[config.mk]
export PLATFORM = sky130hd
export DESIGN_NAME = bnn_param_loader
export DESIGN_NICKNAME = d
export VERILOG_FILES = /design/src/rtl/bnn_param_loader.sv
export SDC_FILE = /design/constraint.sdc
export NUM_CORES = 1
export LEC_CHECK = 0
export CELL_PAD_IN_SITES_DETAIL_PLACEMENT = 0
export CELL_PAD_IN_SITES_GLOBAL_PLACEMENT = 2
export CORE_MARGIN = 2
export CORE_UTILIZATION = 29
export DETAILED_ROUTE_END_ITERATION = 6
export HOLD_SLACK_MARGIN = 0.06
export MAX_ROUTING_LAYER = met4
export PLACE_DENSITY = 0.72
export SYNTH_ARGS = -nofsm -noshare
export SYNTH_HDL_FRONTEND = slang
export SYNTH_SLANG_ARGS = --single-unit
export TNS_END_PERCENT = 50
[constraint.sdc]
create_clock -name clk -period 2.3 [get_ports clk]
set_clock_uncertainty 0.15 [all_clocks]
set_input_delay 0.46 -clock clk [delete_from_list [all_inputs] [get_ports clk]]
set_output_delay 0.46 -clock clk [all_outputs]
set_load 0.02 [all_outputs]
[src/rtl/bnn_param_loader.sv]
// Streams CHAIN_BITS parameter bits MSB-first from a byte stream into a serial neuron chain; the minimum load time is 1+NBYTES+CHAIN_BITS cycles.
// Backpressure: in_ready is high only while waiting for a byte, and the chain holds (setup=0) while in_valid is low.
module bnn_param_loader #(
   parameter int NEURONS   = 4,
   parameter int INPUTS    = 8,
   parameter int BIAS_BITS = 3
) (
   input  logic       clk,
   input  logic       reset,
   input  logic       start,
   input  logic       abort,
   input  logic [7:0] in_data,
   input  logic       in_valid,
   output logic       in_ready,
   output logic       setup,
   output logic       param_out,
   output logic       busy,
   output logic       done
);

   localparam int CHAIN_BITS = NEURONS * (INPUTS + BIAS_BITS);
   localparam int NBYTES     = (CHAIN_BITS + 7) / 8;
   localparam int CW_RAW     = $clog2(CHAIN_BITS + 1);
   localparam int CW         = (CW_RAW < 6) ? 6 : CW_RAW;

   typedef enum logic [1:0] {IDLE, FETCH, SHIFT, DONE} state_t;

   state_t          state, state_nxt;
   logic [7:0]      byte_reg;
   logic [2:0]      bit_idx;
   logic [CW-1:0]   bit_cnt;
   logic            done_reg;

   logic            load_byte;
   logic            shift_en;
   logic            clr_cnt;
   logic            done_set;
   logic            last_chain_bit;

   // The final byte may be partial; the chain count ends SHIFT before its low bits go out.
   assign last_chain_bit = (bit_cnt == CW'(CHAIN_BITS - 1));

   always_comb begin
      state_nxt = state;
      load_byte = 1'b0;
      shift_en  = 1'b0;
      clr_cnt   = 1'b0;
      done_set  = 1'b0;
      case (state)
         IDLE, DONE: begin
            if (start) begin
               state_nxt = FETCH;
               clr_cnt   = 1'b1;
            end
         end
         FETCH: begin
            if (abort) begin
               state_nxt = IDLE;
            end else if (in_valid) begin
               state_nxt = SHIFT;
               load_byte = 1'b1;
            end
         end
         SHIFT: begin
            if (abort) begin
               state_nxt = IDLE;
            end else begin
               shift_en = 1'b1;
               if (last_chain_bit) begin
                  state_nxt = DONE;
                  done_set  = 1'b1;
               end else if (bit_idx == 3'd7) begin
                  state_nxt = FETCH;
               end
            end
         end
         default: state_nxt = IDLE;
      endcase
   end

   always_ff @(posedge clk) begin
      if (reset) begin
         state    <= IDLE;
         byte_reg <= '0;
         bit_idx  <= '0;
         bit_cnt  <= '0;
         done_reg <= 1'b0;
      end else begin
         state <= state_nxt;
         if (clr_cnt) begin
            bit_cnt  <= '0;
            done_reg <= 1'b0;
         end
         if (done_set) begin
            done_reg <= 1'b1;
         end
         if (load_byte) begin
            byte_reg <= in_data;
            bit_idx  <= '0;
         end else if (shift_en) begin
            byte_reg <= {byte_reg[6:0], 1'b0};
            bit_idx  <= bit_idx + 3'd1;
            bit_cnt  <= bit_cnt + CW'(1);
         end
      end
   end

   assign in_ready  = (state == FETCH);
   assign setup     = (state == SHIFT);
   assign param_out = (state == SHIFT) & byte_reg[7];
   assign busy      = (state == FETCH) | (state == SHIFT);
   assign done      = done_reg;

endmodule
==> impl_results.md, run 1 <==
* Final hold vios at 0
* Area Growth Syn to Fin at 28.3%
* Setup Total Neg Slack at 0 ns
* Initial Util at 0.302
* Peak VDD IR at 0.000156 V
* Root buffer cell: clkbuf_4
* RSZ-0062 raised after global routing: no
* DRT antenna net count at 0
* Residual DRC at 0
* Drt pass-1 iters at 4
* CTS clk-pin slew, worst paths at 0.11 ns
* DR iter-0 viols at 49
* Reg2Reg Depth at 7
* Crit path arrival time at 1.56 ns
* Remaining global-route overflow at 0
* Max Freq at 460 MHz
* # IOs at 18
* Worst-margin pin slew at 0.464 ns
* First-pass GRT wire length at approximately 3.8 mm
* Worst Hold End: byte_reg[0]
* Vias per inst at 5.03
* Pleak at 0.490 nW
* Total power at 0.000708 W
* Crit path depth at 3
* Tot GR Track Use at 0.125
* Startpoint type of the worst setup path: flip-flop
* Final Wtd Congestion at 0.763
* CTS Buf Count at 3
* Status: finished clean
* Final setup margin at approximately 0.13 ns
* Max incr delay on CP at 0.63 ns
* CP bufs+invs at 2
* Largest register FFs at 8
* Vias at 941
* DP HPWL at around 1.6 mm
* Antenna violations before repair at 0
* Worst hold start: byte_reg[0]
* Die height at 62.7 um
* Headroom to the max-slew limit at 0.690
* WP data required at 1.69 ns
* Crit-path slowest cell: clkdlybuf4s50_1
* Die Wd at roughly 63 um
* Final Core Density at 0.387
* Pwr Density at 552 nW/um2
* Vias in the first global route at 832
* WL final at 2.26 mm
* Proportion of layout cells with a drive suffix above 1 at 0.0922
* Skew-Pair Late Insertion Delay at about 0.3 ns
* Antenna Cells at 0
* IO buf count at 17
* Register area share after synthesis at 0.401
* Reg2reg start: state[0]
* Mapped Avg Cell Area at 8.26 um2
* Register bit total from synthesis at 20
* FP Rows at 21
* Kind of critical path: flip-flop to output pin
* Final slew viol count at 0
* Crit Reg-Reg Endpoint: bit_cnt[2]
* Worst reg-to-reg setup slack at 0.37 ns
* Clock Tree Buf Depth at 2
* Final hold slack at 0.328 ns
* Fin crit period at 2.17 ns
* Total Nets Final at 160
* Number of setup violations in the final report at 0
* TritonCTS clock tree: done
* Net count after synthesis at roughly 140
* Critical Path Fanout Max at 5
* CORE AREA at 3310 um2
* Hold/Removal Path Class: flip-flop to flip-flop
* Synth Cell Area at 1000 um2
* Filler cells at 361
* WL/cell at roughly 12 um
* Maxcap violations at 0
* Setup crit end kind: output pin
* Syn Inst Count at about 120
* Synth warn at 0
* Pre-CTS setup slack at between 0.09 and 0.1 ns
* Period utilisation layout at 0.945
* Largest net degree at the start of global routing at 17
* Num Clock Sinks at 20
* Unique masters post-synth at 33
* Hold_buf cts at 0
* H-tree Lvls at 1
* Critical-path cell list: inv_1 -> ha_1 -> clkdlybuf4s50_1
* Hold path cells at 2
* Top Family by Delay on Critical Path: buffers and inverters
* Die ar. at 3930 um2
[cells by family (layout without fill, tap and decap cells)]
| kind of cell | count (synthesis) | after routing | share of synthesized area |
|---|---|---|---|
| flops | 20 | 20 | 0.400 |
| xor+xnor | 1 | 1 | 0.00876 |
| fa+ha+maj | 5 | 5 | 0.0626 |
| mux | 2 | 2 | 0.0200 |
| compound gates | 27 | 27 | 0.203 |
| buf+inv | 11 | 31 | 0.0425 |
| simple gates | 55 | 55 | 0.263 |
[per-stage QoR]
step           instances  area (um2)
2_1_floorplan        121        1000
3_3_place_gp         183        1240
3_5_place_dp         183        1240
4_1_cts              187        1280
5_1_grt              187        1280
6_report             187        1280
[worst max path at each step]
stage,from,endpoint,slack (ns)
global placement,abort,bit_cnt[2],0.12
global route,state[1],in_ready,0.03
detailed placement,abort,state[1],0.09
CTS,state[0],param_out,0.006
floorplan,state[0],state[1],0.43
finish,state[1],in_ready,0.13
[report_power, final]
group | internal (W) | switching (W) | total [W]
sequential | 0.000360 | 0.00000715 | 0.000367
combinational | 0.0000618 | 0.0000705 | 0.000132
clock | 0.0000967 | 0.000111 | 0.000208
[timing repair]
| action | in CTS | in global routing |
|---|---|---|
| endpoints found under the setup margin | 1 | 1 |
| setup buffers | 0 | 0 |
| resized for setup | 1 | 1 |
[cell usage in the layout (no fill, tap or decap)]
master	n
o21a_1	1
nand4_1	2
nor3_1	8
clkbuf_4	3
o31ai_1	1
nand2b_1	1
a21oi_1	8
o211ai_1	1
xnor2_1	1
or4_1	1
clkdlybuf4s50_1	15
o31a_2	1
and2_1	1
and3b_1	1
nor3b_1	1
nor2_1	14
nand3_1	5
buf_4	6
nor2b_1	1
a311oi_1	7
clkbuf_8	1
and3_1	1
o31a_1	1
a21boi_0	1
and4bb_2	1
a21o_1	1
ha_1	5
nand3b_1	1
dlymetal6s2s_1	1
inv_1	4
a32oi_1	2
mux2i_1	2
a211oi_1	2
nand2_1	17
dlygate4sd2_1	1
a211oi_2	1
dfxtp_1	20
[synthesized netlist by cell type]
cell       n  share of area
dfxtp_1   20           0.40
nand2_1   17          0.064
nor2_1    14          0.053
a21oi_1    8          0.040
nor3_1     8          0.040
a311oi_1   7          0.061
clkbuf_1   6          0.023
ha_1       5          0.063
nand3_1    5          0.025
inv_1      4          0.015
a211oi_1   2          0.015
a32oi_1    2          0.018
mux2i_1    2          0.020
nand4_1    2          0.013
a211oi_2   1          0.013
a21boi_0   1         0.0075
a21o_1     1         0.0075
and2_1     1         0.0063
and3_1     1         0.0063
and3b_1    1         0.0088
and4bb_2   1          0.013
buf_2      1         0.0050
nand2b_1   1         0.0063
nand3b_1   1         0.0075
nor2b_1    1         0.0063
nor3b_1    1         0.0075
o211ai_1   1         0.0075
o21a_1     1         0.0075
o31a_1     1         0.0088
o31a_2     1          0.010
o31ai_1    1         0.0075
or4_1      1         0.0075
xnor2_1    1         0.0088
[per-layer routing]
metal  vias up  track usage  share of wire  wire, um
met4         0       0.0583          0.020        45
met5         -            -              0         0
met2        17        0.165           0.41       922
met1       442        0.180           0.53      1190
met3         5       0.0234          0.044        99
li1        477            -              -         -
[final cells by class]
cell class / count / area [um2] / share of cell area
inverter: 4 / 15.0 / 0.0117
tap: 46 / 57.6 / 0.0449
timing repair buffer: 23 / 216 / 0.169
clock buffer: 4 / 36.3 / 0.0283
multi-input combinational: 90 / 557 / 0.434
sequential: 20 / 400 / 0.312
[worst min-delay path: stages, from the launching register on]
cell     delay (ns)
dfxtp_1        0.33
nand3_1        0.06
a21oi_1        0.06
(Power assumes the default switching activity.)
==> run 2, diff against run 1 <==
--- a/config.mk
+++ b/config.mk
@@ -13,6 +13,7 @@
 export HOLD_SLACK_MARGIN = 0.06
 export MAX_ROUTING_LAYER = met4
 export PLACE_DENSITY = 0.72
+export SLEW_MARGIN = 20
 export SYNTH_ARGS = -nofsm -noshare
 export SYNTH_HDL_FRONTEND = slang
 export SYNTH_SLANG_ARGS = --single-unit
==> results of run 2 <==
Same layout as run 1: the final DEF is identical, and so are final timing and power.
